**src/rtl/tpu_pkg.sv**
```systemverilog
// tpu_pkg: shared types and constants for the VPU writeback path.
// Provides the lane data width, the packed Unified Buffer word and the writeback FSM states.
package tpu_pkg;
   localparam int DATA_W = 16;
   typedef logic [2*DATA_W-1:0] ub_word_t;
   typedef enum logic [1:0] {IDLE, RUN, DONE} wb_state_t;
endpackage

```
**src/rtl/wb_skew_fifo.sv**
```systemverilog
// wb_skew_fifo: lane-1 deskew FIFO with same-cycle bypass when empty.
// Ports: clk, rst (async active-low), i_flush (sync clear), i_push/i_data (write),
//        i_pop (read head), o_data (head, or i_data when empty), o_full, o_empty, o_count.
module wb_skew_fifo
   import tpu_pkg::*;
#(
   parameter int DEPTH = 4
) (
   input  logic                     clk,
   input  logic                     rst,
   input  logic                     i_flush,
   input  logic                     i_push,
   input  logic                     i_pop,
   input  logic [DATA_W-1:0]        i_data,
   output logic [DATA_W-1:0]        o_data,
   output logic                     o_full,
   output logic                     o_empty,
   output logic [$clog2(DEPTH):0]   o_count
);
   localparam int AW = $clog2(DEPTH);
   localparam int CW = AW + 1;
   logic [AW-1:0]     r_wp, r_rp;
   logic [CW-1:0]     r_cnt;
   logic [DATA_W-1:0] r_mem [DEPTH];
   logic              w_wr, w_rd;
   assign o_empty = r_cnt == '0;
   assign o_full  = r_cnt == CW'(DEPTH);
   assign o_count = r_cnt;
   assign o_data  = o_empty ? i_data : r_mem[r_rp];
   // push+pop on empty passes straight through and leaves storage untouched
   assign w_rd = i_pop && !o_empty;
   assign w_wr = i_push && (!o_full || i_pop) && !(o_empty && i_pop);
   always_ff @(posedge clk or negedge rst) begin
      if (!rst) begin
         r_wp  <= '0;
         r_rp  <= '0;
         r_cnt <= '0;
      end else if (i_flush) begin
         r_wp  <= '0;
         r_rp  <= '0;
         r_cnt <= '0;
      end else begin
         if (w_wr) r_wp <= r_wp + AW'(1);
         if (w_rd) r_rp <= r_rp + AW'(1);
         r_cnt <= r_cnt + CW'(w_wr) - CW'(w_rd);
      end
   end
   always_ff @(posedge clk) begin
      if (w_wr && !i_flush) r_mem[r_wp] <= i_data;
   end
endmodule

```
**src/rtl/vpu_writeback.sv**
```systemverilog
// vpu_writeback: pairs skewed VPU lane outputs and writes them as 32-bit words to the Unified Buffer.
// Ports: clk, rst (async active-low); job control wb_start/wb_abort/wb_base_addr/wb_row_count;
//        VPU lanes vpu_data_out_1/2 + vpu_valid_out_1/2; UB write ub_wr_en/ub_wr_addr/ub_wr_data;
//        status wb_busy, wb_done, err_overflow, err_underflow (all outputs registered).
module vpu_writeback
   import tpu_pkg::*;
#(
   parameter int ADDR_W     = 8,
   parameter int SKEW_DEPTH = 4
) (
   input  logic                     clk,
   input  logic                     rst,
   input  logic                     wb_start,
   input  logic                     wb_abort,
   input  logic [ADDR_W-1:0]        wb_base_addr,
   input  logic [ADDR_W-1:0]        wb_row_count,
   input  logic signed [DATA_W-1:0] vpu_data_out_1,
   input  logic signed [DATA_W-1:0] vpu_data_out_2,
   input  logic                     vpu_valid_out_1,
   input  logic                     vpu_valid_out_2,
   output logic                     ub_wr_en,
   output logic [ADDR_W-1:0]        ub_wr_addr,
   output ub_word_t                 ub_wr_data,
   output logic                     wb_busy,
   output logic                     wb_done,
   output logic                     err_overflow,
   output logic                     err_underflow
);
   wb_state_t                   r_state, w_state_nx;
   logic [ADDR_W-1:0]           r_base, r_count, r_k;
   logic                        w_start, w_run, w_push, w_pop, w_pair, w_flush, w_full, w_empty;
   logic [DATA_W-1:0]           w_head;
   logic [$clog2(SKEW_DEPTH):0] w_occ;
   assign w_start = r_state == IDLE && wb_start;
   // once all pairs are accepted (r_k == r_count) lanes are ignored while the last write drains
   assign w_run   = r_state == RUN && !wb_abort && r_k != r_count;
   assign w_push  = w_run && vpu_valid_out_1;
   assign w_pop   = w_run && vpu_valid_out_2;
   assign w_pair  = w_pop && (!w_empty || w_push);
   assign w_flush = w_start || r_state == DONE || (r_state == RUN && wb_abort);
   wb_skew_fifo #(.DEPTH(SKEW_DEPTH)) u_fifo (
      .clk     (clk),
      .rst     (rst),
      .i_flush (w_flush),
      .i_push  (w_push),
      .i_pop   (w_pop),
      .i_data  (vpu_data_out_1),
      .o_data  (w_head),
      .o_full  (w_full),
      .o_empty (w_empty),
      .o_count (w_occ)
   );
   always_ff @(posedge clk or negedge rst) begin
      if (!rst) r_state <= IDLE;
      else      r_state <= w_state_nx;
   end
   always_comb begin
      w_state_nx = r_state;
      case (r_state)
         IDLE:    w_state_nx = wb_start ? (wb_row_count == '0 ? DONE : RUN) : IDLE;
         RUN:     w_state_nx = wb_abort ? IDLE : (r_k == r_count ? DONE : RUN);
         default: w_state_nx = IDLE;
      endcase
   end
   always_ff @(posedge clk or negedge rst) begin
      if (!rst) begin
         r_base        <= '0;
         r_count       <= '0;
         r_k           <= '0;
         ub_wr_en      <= 1'b0;
         ub_wr_addr    <= '0;
         ub_wr_data    <= '0;
         wb_busy       <= 1'b0;
         wb_done       <= 1'b0;
         err_overflow  <= 1'b0;
         err_underflow <= 1'b0;
      end else begin
         ub_wr_en <= w_pair;
         wb_busy  <= w_state_nx == RUN;
         wb_done  <= w_state_nx == DONE;
         if (w_pair) begin
            ub_wr_addr <= r_base + r_k;
            ub_wr_data <= {vpu_data_out_2, w_head};
            r_k        <= r_k + ADDR_W'(1);
         end
         if (w_start) begin
            r_base        <= wb_base_addr;
            r_count       <= wb_row_count;
            r_k           <= '0;
            err_overflow  <= 1'b0;
            err_underflow <= 1'b0;
         end else begin
            // leftover lane-1 data at job end counts as overflow
            if ((w_push && w_full && !w_pop) ||
                (r_state == RUN && w_state_nx == DONE && w_occ != '0)) err_overflow <= 1'b1;
            if (w_pop && w_empty && !w_push) err_underflow <= 1'b1;
         end
      end
   end
endmodule

```
**config.mk**
```make
export PLATFORM = sky130hd
export DESIGN_NAME = vpu_writeback
export DESIGN_NICKNAME = d
export VERILOG_FILES = /design/src/rtl/tpu_pkg.sv /design/src/rtl/wb_skew_fifo.sv /design/src/rtl/vpu_writeback.sv
export SDC_FILE = /design/constraint.sdc
export NUM_CORES = 1
export LEC_CHECK = 0
export CAP_MARGIN = 20
export CELL_PAD_IN_SITES_DETAIL_PLACEMENT = 2
export CELL_PAD_IN_SITES_GLOBAL_PLACEMENT = 2
export CORE_MARGIN = 1.5
export CORE_UTILIZATION = 35
export DETAILED_ROUTE_END_ITERATION = 8
export DONT_BUFFER_PORTS = 1
export PLACE_DENSITY = 0.68
export SETUP_SLACK_MARGIN = 0.05
export SLEW_MARGIN = 20
export SYNTH_ARGS = -nofsm -noshare
export SYNTH_HDL_FRONTEND = slang
export SYNTH_SLANG_ARGS = --single-unit
```
**constraint.sdc**
```tcl
create_clock -name clk -period 2.8 [get_ports clk]
set_input_delay 0.28 -clock clk [delete_from_list [all_inputs] [get_ports clk]]
set_output_delay 0.28 -clock clk [all_outputs]
set_load 0.05 [all_outputs]
```
# Word-level counts from Yosys, hierarchy flattened
# Memory sizes are Yosys's and may differ from the RTL's.
# Index checks and enable logic that the tools add are counted.
# word_totals
reg_bits	78
ram_bits	64
in_bits	54
word_cells	85
memories	1
# mem_list
name	words	word_bits	read_ports	rd_ports_with_merged_regs	write_ports	line_no	source
u_fifo.r_mem	4	16	1	0	1	wb_skew_fifo.sv:24	logic [DATA_W-1:0] r_mem [DEPTH];
# classes
addsub	6
n_eq_ne	7
muxes	19
reduce_logical	38
# ops
cell	count
$logic_and 1x1->1	17
$mux 16	1
$mux 2	8
$mux 8	2
$reduce_bool 2->1	5
$add 8x1->8 const B	1
$add 8x8->8	1
$eq 8x8->1	1
$logic_not 8->1	1
$ne 8x8->1	1
$logic_not 1->1	7
$mux 1	6
$logic_or 1x1->1	5
$add 2x1->2 const B	2
$eq 2x1->1 const B	2
$eq 2x2->1 const B	2
$pmux 2 s2	1
$add 3x1->3	1
$eq 3x3->1 const B	1
$logic_not 3->1	1
$mux 3	1
$reduce_bool 3->1	1
$sub 3x1->3	1
$logic_not 2->1	1

# Longest topological paths before layout
# Gate-level depths: netlist (run 1).
# depth
word_depth	10
mapped_depth	14
depth_no_buf	12

# Cells and area by module
# A second synthesis (run 1) with hierarchy kept.
# unflattened
hier_cells	432
area_unflattened_um2	6207.2
# by_module_without_submodules
module	n_inst	cells_each	area_each_um2	seq_area_each_um2
vpu_writeback	1	284	3191.8	1776.7
wb_skew_fifo	1	148	3015.4	2097.0

# Least setup slack after synthesis (run 1)
# Ideal clock, no wire load.
# synth_path
path_type	register to register
from	reg r_k[3]
to	reg u_fifo.r_cnt[2] (netlist: u_fifo.o_count[2])
setup_time_ns	0.123
t_arrival_ns	2.504
required_time_ns	2.677
path_slack_ns	0.173
path_stages_with_launch	15
path_cell_list	dfrtp_1 clkbuf_1 xnor2_1 nand4_1 nor2_1 clkbuf_1 nor3b_1 ha_1 inv_1 ha_1 inv_1 fa_1 xor2_1 xnor2_1 nor2_1
# synth_via
elab_chain_cells	9
elab_cells_between_ends	13
cone_classes	2 x add/sub; 1 x eq/ne; 1 x mux; 9 x reduce/logical
# synth_rtl
element	line_no	source
from (decl)	vpu_writeback.sv:30	logic [ADDR_W-1:0] r_base, r_count, r_k;
from (signal assigned)	vpu_writeback.sv:84	r_k <= r_k + ADDR_W'(1);
$ne 8x8->1 (*)	vpu_writeback.sv:36	assign w_run = r_state == RUN && !wb_abort && r_k != r_count;
$logic_and 1x1->1 (*)	vpu_writeback.sv:36	
$logic_and 1x1->1	vpu_writeback.sv:38	assign w_pop = w_run && vpu_valid_out_2;
$logic_or 1x1->1 or $logic_and 1x1->1 (tied branches)	wb_skew_fifo.sv:32	assign w_wr = i_push && (!o_full || i_pop) && !(o_empty && i_pop);
$logic_and 1x1->1 or $logic_not 1->1 (tied branches)	wb_skew_fifo.sv:32	
$logic_and 1x1->1	wb_skew_fifo.sv:32	
$add 3x1->3	wb_skew_fifo.sv:45	r_cnt <= r_cnt + CW'(w_wr) - CW'(w_rd);
$sub 3x1->3 (*)	wb_skew_fifo.sv:45	
$mux 3 (*)	wb_skew_fifo.sv:38	end else if (i_flush) begin
to (signal assigned)	wb_skew_fifo.sv:45	
to (decl)	wb_skew_fifo.sv:23	logic [CW-1:0] r_cnt;
# Mark *: on every way between the ends. The rest lies on a longest branch, timed or not.
# A chain may end at the register's enable or synchronous reset.

# Worst setup path in the final report (run 1)
# layout_path
from	reg r_k[0]
to	reg u_fifo.r_cnt[2] (netlist: u_fifo.o_count[2])
# The elaborated chain is that of the path after synthesis.

==> metrics.md, run 1 <==
| Metric | Value |
|---|---|
| Result of the run | completed |
| Post-synth net total | 519 |
| Worst-path clk slew | 0.06 ns |
| Depth of the worst register-to-register path | 12 |
| CTS Buf Count | 17 |
| CP top delay family | adder cells |
| Highest cell delay on the worst timing path | 0.47 ns |
| Detailed router's first-iteration violation count | 135 |
| Buffering stage count on the worst path with inverters included | 2 |
| Final #Nets | a little under 600 |
| Synthesized netlist cell count | 449 |
| Share of power burned in combinational logic | between 10 and 15% |
| Switching part of the total | 39.2% |
| DP Wirelength | about 10000 um |
| Worst-path cell with the longest stage delay | sky130_fd_sc_hd__dfrtp_1 |
| Effective utilization at floorplan | 35.6% |
| DR DRC count | 0 |
| Length of routed wiring on met1 | 6470 um |
| Post-synthesis share of cell area spent on and, or, nand and nor gates | around 8.8% |
| Commonest non-fill, non-tap cell in the layout | sky130_fd_sc_hd__dfrtp_1 |
| GRT Resource Usage Total | 18.3% |
| CTS tree | built |
| Number of inserted filler cells in the final layout | 1666 |
| RD Place Congestion | 0.771 |
| Routed length per instance | 21.0 um |
| Class of the worst hold path | primary input to register |
| Critical path capture point | u_fifo.o_count[2]$_DFF_PN0_ |
| Die outline height | roughly 140 um |
| Setup TNS after final layout | 0 ns |
| Highest routed metal layer | met4 |
| Antenna-violating nets left | 0 |
| Count of H-tree levels built during CTS | 4 |
| Commonest cells after routing, fill and taps aside | sky130_fd_sc_hd__dfrtp_1, sky130_fd_sc_hd__edfxtp_1, sky130_fd_sc_hd__nand2_1 |
| Number of diodes | 0 |
| Area of the core | 0.0172 sq mm |
| Die span in x | approximately 140 um |
| Via count | about 3800 |
| Asr flop ratio synth | between 50% and 60% |
| Placed cell area | 0.00645 sq mm |
| Type of element launching the critical path | register |
| First-pass DRT Iterations | 4 |
| Clock Latency Late Sink | 0.42 ns |
| Total of flip-flops plus latches after synthesis | 142 |
| Buffers on Ports | 0 |
| Reg2reg start | r_k[0]$_DFFE_PN0P_ |
| Reg2Reg Setup Slack | 0.20 ns |
| Power density of the placed cells | 954 mW/mm^2 |
| CP Max Fanout | 6 |
| Clock tree root buffer cell | sky130_fd_sc_hd__clkbuf_16 |
| CP startpoint | r_k[0]$_DFFE_PN0P_ |
| Overflow left after global routing | 0 |
| Critical path class | register to register |
| Worst hold margin | around 0.015 ns |
| Area fraction in compound gates after synthesis | roughly 6.4% |
| Part of the Yosys area used for sequential elements | between 60 and 70% |
| EDFF count, synth | 64 |
| Share of cells above drive strength 1 | between 10% and 20% |
| Initial antenna violation count | 0 |
| Part of the power in registers | 54.6% |
| Number of max-cap violations | 0 |
| Mux share of post-synthesis cell area | 13.5% |
| Clock network fraction of design power | 31.6% |
| Min cycle time layout | ~2.6 ns |
| Boundary pin count | 99 |
| CTS sink count | 142 |
| Post-Synthesis Cell Area | about 0.006 sq mm |
| Destination of the worst register-to-register timing path | u_fifo.o_count[2]$_DFF_PN0_ |
| Flip-flop cell with the highest count after synthesis | sky130_fd_sc_hd__dfrtp_1 |
| Setup violations, final | 0 |
| Pin count of the biggest net entering global routing | between 70 and 80 |
| Critical path, cell by cell | xnor2_1 > nand4_1 > nor2_4 > nor3b_2 > ha_1 > inv_1 > ha_1 > inv_1 > fa_1 > xor2_1 > xnor2_1 > nor2_1 |
| First-pass GRT wire length | ~25000 um |
| Met3 routed WL | ~710 um |
| Reported net switching power | 2.82 mW |
| Routed length on met2 | 8240 um |
| Clk buf depth | 2 |
| Period utilization | 92.9% |
| Fin. Hold Viols | 0 |
| Via-to-Cell Ratio | between 5 and 6 |
| Arr. time, crit path | 2.90 ns |
| Stages on the worst setup path | 12 |
| Area of all placed cells without fillers | 0.00754 sq mm |
| Worst clock skew on the final layout | 0.00838 ns |
| Internal | around 4.4 mW |
| Measured slew at the worst slew-check pin | 0.918 ns |
| Post-synthesis share of cell area spent on xor and xnor gates | 2.28% |
| Maximum clock frequency | 384 MHz |
| Max-Slew Margin vs Limit | about two fifths |
| Static Leak | 2.90 nW |
| Synthesized area divided by synthesized cell count | 13.7 sq um |
| Number of different library cells in the post-synthesis netlist | 45 |
| Post-synthesis to final-layout area growth | 22.9% |
| Synth Area in Adders | 3.51% |
| Core Rows | 48 |
| Final max-slew violation count | 0 |
| Sum of routed wire length over all layers | 15600 um |
| Vias in the first global route | 4453 |
| Required time reported for the critical path endpoint | 3.10 ns |
| Setup crit end kind | register |
| Maximum vdd ir drop | 0.000475 V |
| Count of warnings emitted by yosys | 0 |
| Combinational family with the most area after synthesis | multiplexers |
| Total Die Area | ~0.018 sq mm |
| Unrepaired setup endpoints after global routing | no |
==> power groups by stage <==
stage	logic (mW)	clock network [mW]	registers, mW
6_report	0.993	2.28	3.93
5_1_grt	1.12	2.42	3.98
4_1_cts	0.998	2.33	3.94
3_5_place_dp	0.897	0	3.98
3_3_place_gp	0.838	0	3.96
2_1_floorplan	0.679	0	3.86
==> final cells by class <==
cell class	instances	area, sq um	share of cell area [%]
Tap cell	225	282	3.73
Inverter	12	45.0	0.597
Timing Repair Buffer	62	606	8.03
Clock buffer	20	478	6.34
Clock inverter	12	121	1.61
Multi-Input combinational cell	273	2130	28.3
Sequential cell	142	3870	51.4
==> flip-flops by register name (all words and copies together), names as in the netlist <==
register        flops
u_fifo.r_mem       64
u_fifo.r_wp         2
wb_done             1
r_k                 8
err_underflow       1
r_base              8
u_fifo.r_rp         2
ub_wr_data         32
r_state             2
ub_wr_addr          8
err_overflow        1
u_fifo.o_count      3
r_count             8
wb_busy             1
ub_wr_en            1
==> metrics by stage <==
step / utilization [%] / instances / setup WS, ns / power [mW]
2_1_floorplan: - / 449 / 0.173 / 4.54
3_3_place_gp: 37.4 / 668 / 0.279 / 4.80
3_5_place_dp: 37.4 / 668 / 0.144 / 4.88
4_1_cts: 43.6 / 744 / 0.121 / 7.26
5_1_grt: 43.7 / 746 / 0.0284 / 7.53
6_report: 43.7 / 746 / 0.198 / 7.20
==> how the worst min path moves through the flow <==
stage,start,to,slack [ns],cells past startpoint
6_report,wb_row_count[2],r_count[2]$_DFFE_PN0P_,0.02,2
5_1_grt,vpu_data_out_2[11],ub_wr_data[27]$_DFFE_PN0P_,0.001,1
4_1_cts,vpu_data_out_2[10],ub_wr_data[26]$_DFFE_PN0P_,0.001,1
3_5_place_dp,rst,r_base[6]$_DFFE_PN0P_,-0.01,0
3_3_place_gp,rst,r_base[6]$_DFFE_PN0P_,-0.01,0
2_1_floorplan,rst,err_overflow$_DFFE_PN0P_,-0.02,0
==> timing repair <==
item | 4_1_cts | 5_1_grt
hold buffers | 44 | 0
endpoints found under the hold margin | 168 | 0
setup buffers | 0 | 2
endpoints found under the setup margin | 0 | 1
resized for setup | 0 | 3
==> logic make-up (layout without fill, tap and decap cells) <==
logic type / after synthesis / after routing
adders and majority gates: 16 / 16
xor gates and xnor gates: 16 / 16
muxes: 60 / 60
buffers and inverters: 34 / 106
and+or+nand+nor: 113 / 113
AOI/OAI and AO/OA: 68 / 68
DFF: 142 / 142
==> synth_stat cells, types with 3 or more instances <==
| library cell | number | area, sq um |
|---|---|---|
| sky130_fd_sc_hd__a21oi_1 | 41 | 205 |
| sky130_fd_sc_hd__and2_1 | 5 | 31.3 |
| sky130_fd_sc_hd__buf_2 | 7 | 35.0 |
| sky130_fd_sc_hd__buf_4 | 3 | 22.5 |
| sky130_fd_sc_hd__clkbuf_1 | 12 | 45.0 |
| sky130_fd_sc_hd__dfrtp_1 | 78 | 1950 |
| sky130_fd_sc_hd__edfxtp_1 | 64 | 1920 |
| sky130_fd_sc_hd__ha_1 | 14 | 175 |
| sky130_fd_sc_hd__inv_1 | 12 | 45.0 |
| sky130_fd_sc_hd__mux2_1 | 3 | 33.8 |
| sky130_fd_sc_hd__mux2_2 | 18 | 203 |
| sky130_fd_sc_hd__mux2i_1 | 23 | 230 |
| sky130_fd_sc_hd__mux4_2 | 16 | 360 |
| sky130_fd_sc_hd__nand2_1 | 59 | 221 |
| sky130_fd_sc_hd__nand2b_1 | 6 | 37.5 |
| sky130_fd_sc_hd__nand3_1 | 6 | 30.0 |
| sky130_fd_sc_hd__nand4_1 | 4 | 25.0 |
| sky130_fd_sc_hd__nor2_1 | 13 | 48.8 |
| sky130_fd_sc_hd__nor3_1 | 3 | 15.0 |
| sky130_fd_sc_hd__nor4_1 | 3 | 18.8 |
| sky130_fd_sc_hd__o21ai_0 | 10 | 50.1 |
| sky130_fd_sc_hd__o31ai_1 | 3 | 22.5 |
| sky130_fd_sc_hd__o41ai_1 | 3 | 26.3 |
| sky130_fd_sc_hd__xnor2_1 | 14 | 123 |
==> metal layers <==
| layer | vias to the layer above | track usage [%] |
|---|---|---|
| met3 | 20 | 4.41 |
| met2 | 89 | 32.1 |
| met5 | - | 0 |
| li1 | 1751 | - |
| met1 | 1977 | 22.2 |
| met4 | 0 | 5.91 |
No activity file was read; power rests on OpenSTA's default activity.
==> run 2, diff against run 1 <==
CORE_UTILIZATION = 39   (was 35)
PLACE_DENSITY = 0.75   (was 0.68)
==> metrics.md, run 2 (synthesized netlist as in run 1, its figures left out) <==
| Metric | Value |
|---|---|
| Clock Latency Late Sink | 0.42 ns (about the same) |
| Reg2Reg Setup Slack | 0.27 ns (+0.07 ns) |
| Share of cells above drive strength 1 | 17.2% (-0.47 points) |
| DP Wirelength | 10100 um (+0.46%) |
| Multi-input combinational cell area | 0.00213 sq mm (-0.29%) |
| Max reg flops | 64 (unchanged) |
| CTS tree | built |
| Critical path capture point | u_fifo.r_mem[3][6]$_DFFE_PP_ |
| Arr. time, crit path | 2.57 ns (-0.33 ns) |
| Type of element launching the critical path | register |
| Critical path class | register to register |
| Count of H-tree levels built during CTS | 4 (unchanged) |
| Final max-slew violation count | 0 (unchanged) |
| Initial antenna violation count | 0 (unchanged) |
| Sum of routed wire length over all layers | 15900 um (+1.6%) |
| Number of diodes | 0 (unchanged) |
| Registers with the highest flip-flop counts | u_fifo.r_mem: 64 flops, ub_wr_data: 32 flops |
| Min cycle time layout | 2.53 ns (-0.0676 ns) |
| Routed length per instance | 22.0 um (+4.9%) |
| CTS sink count | 142 (unchanged) |
| Via count | 3852 (+0.39%) |
| DR DRC count | 0 (unchanged) |
| Power density of the placed cells | 982 mW/mm^2 (+2.9%) |
| CP Max Fanout | 20 (+14) |
| Fin. Hold Viols | 0 (unchanged) |
| Worst hold margin | 0.0195 ns (+0.00418 ns) |
| Clk buf depth | 2 (unchanged) |
| Setup violations, final | 0 (unchanged) |
| Die outline height | 128 um (-5.2%) |
| Boundary pin count | 99 (unchanged) |
| Area of the core | 0.0153 sq mm (-11%) |
| Overflow left after global routing | 0 (unchanged) |
| Reg2reg start | r_k[4]$_DFFE_PN0P_ |
| Vias in the first global route | 4577 (+2.8%) |
| Setup crit end kind | register |
| Commonest non-fill, non-tap cell in the layout | sky130_fd_sc_hd__dfrtp_1 |
| Max-Slew Margin vs Limit | 38.7% (-0.057 points) |
| Final #Nets | 569 (-1.6%) |
| Destination of the worst register-to-register timing path | u_fifo.r_mem[3][6]$_DFFE_PP_ |
| Area taken by flip-flops and latches | 0.00387 sq mm (unchanged) |
| Via-to-Cell Ratio | 5.33 (+3.6%) |
| First-pass GRT wire length | 25400 um (+2.2%) |
| Worst-path clk slew | 0.06 ns (about the same) |
| Pin count of the biggest net entering global routing | 79 (unchanged) |
| Unrepaired setup endpoints after global routing | no |
| Worst clock skew on the final layout | 0.00932 ns (+0.000944 ns) |
| Top reg by flops | u_fifo.r_mem |
| Class of the worst hold path | primary input to register |
| Effective utilization at floorplan | 40.2% (+4.6 points) |
| Depth of the worst register-to-register path | 6 (-6) |
| Number of inserted filler cells in the final layout | 1426 (-14%) |
| Number of max-cap violations | 0 (unchanged) |
| Maximum vdd ir drop | 0.000704 V (+48%) |
| Required time reported for the critical path endpoint | 2.84 ns (-0.26 ns) |
| CTS Buf Count | 17 (unchanged) |
| Die span in x | 128 um (-5.2%) |
| CP startpoint | r_k[4]$_DFFE_PN0P_ |
| RD Place Congestion | 0.767 (-0.58%) |
| GRT Resource Usage Total | 20.9% (+2.6 points) |
| Result of the run | completed |
| Detailed router's first-iteration violation count | 187 (+39%) |
| Post-synthesis to final-layout area growth | 21.7% |
| Clock tree root buffer cell | sky130_fd_sc_hd__clkbuf_16 |
| Static Leak | 2.88 nW (-0.71%) |
| Antenna-violating nets left | 0 (unchanged) |
| Buffers on Ports | 0 (unchanged) |
| Total placed cells including tap cells | 652 (-2.4%) |
| Non-filler instance count after layout | 723 (-3.1%) |
| Total Die Area | 0.0165 sq mm (-10%) |
| First-pass DRT Iterations | 4 (unchanged) |
| Commonest cells after routing, fill and taps aside | sky130_fd_sc_hd__dfrtp_1, sky130_fd_sc_hd__edfxtp_1, sky130_fd_sc_hd__nand2_1 |
| Measured slew at the worst slew-check pin | 0.919 ns (+0.000859 ns) |
| Maximum clock frequency | 395 MHz (+2.7%) |
| Setup TNS after final layout | 0 ns (unchanged) |
| Period utilization | 90.5% (-2.4 points) |
| Sum of internal, switching and leakage power | 7.33 mW (+1.9%) |
| Core Rows | 45 (-6.3%) |
run 2: cell count changes in the layout (fill, tap and decap cells not counted), moves of 2 or more:
cell and change:
sky130_fd_sc_hd__clkinvlp_4 -2, sky130_fd_sc_hd__buf_4 -3, sky130_fd_sc_hd__clkbuf_1 +2, sky130_fd_sc_hd__bufinv_16 +3, sky130_fd_sc_hd__inv_6 -2, sky130_fd_sc_hd__clkinv_2 +2
sky130_fd_sc_hd__dlygate4sd3_1 -6
run 2: cell type report:
| cell class | count | area share (%) |
|---|---|---|
| Sequential cell | 142 | 51.9 |
| Multi-Input combinational cell | 273 | 28.5 |
| Timing Repair Buffer | 53 | 7.01 |
| Clock buffer | 20 | 5.98 |
| Tap cell | 211 | 3.54 |
| Clock inverter | 12 | 2.45 |
| Inverter | 12 | 0.604 |
run 2: layer usage:
metal	share of wire, %	wire length (um)	track usage (%)
met5	0	0	0
met4	1.4	221	6.81
met3	3.9	615	4.74
met2	56	8870	39.3
met1	39	6180	23.5
run 2: timing repair:
item / 4_1_cts / 5_1_grt
setup buffers: 0 / 0
gates resized for setup: 0 / 2
hold endpoints to repair: 162 / 0
endpoints found under the setup margin: 0 / 10
hold buffers: 38 / 0
run 2: worst min-delay path by stage:
stage               depth (start not counted)                          to  slack [ns]         startpoint
floorplan                                   0    err_overflow$_DFFE_PN0P_       -0.02                rst
detailed placement                          0      r_count[7]$_DFFE_PN0P_       -0.01                rst
global route                                1  ub_wr_data[17]$_DFFE_PN0P_       0.005  vpu_data_out_2[1]
CTS                                         1  ub_wr_data[22]$_DFFE_PN0P_       0.003  vpu_data_out_2[6]
finish                                      1  ub_wr_data[24]$_DFFE_PN0P_        0.02  vpu_data_out_2[8]
global placement                            0       r_base[7]$_DFFE_PN0P_       -0.01                rst
run 2: per-stage QoR:
step | worst slack [ns] | utilization [%] | instance area (sq um)
3_3_place_gp | 0.302 | 42.0 | 6410
2_1_floorplan | 0.173 | - | 6130
3_5_place_dp | 0.239 | 42.0 | 6410
6_report | 0.266 | 48.9 | 7460
5_1_grt | 0.0899 | 48.9 | 7460
4_1_cts | 0.199 | 48.7 | 7440
run 2: report_power, final:
group          total (mW)  switching [mW]  internal, mW
Sequential           3.93            1.37          2.56
Clock                2.43           0.900          1.53
Combinational       0.968           0.508         0.461
run 2: critical path: stages (launching register included):
cell                      delay [ns]
sky130_fd_sc_hd__dfrtp_1        0.47
sky130_fd_sc_hd__xnor2_1        0.16
sky130_fd_sc_hd__nand4_1        0.12
sky130_fd_sc_hd__nor2_1         0.08
sky130_fd_sc_hd__buf_4          0.21
sky130_fd_sc_hd__nor2_1         0.32
sky130_fd_sc_hd__and2_1         0.80
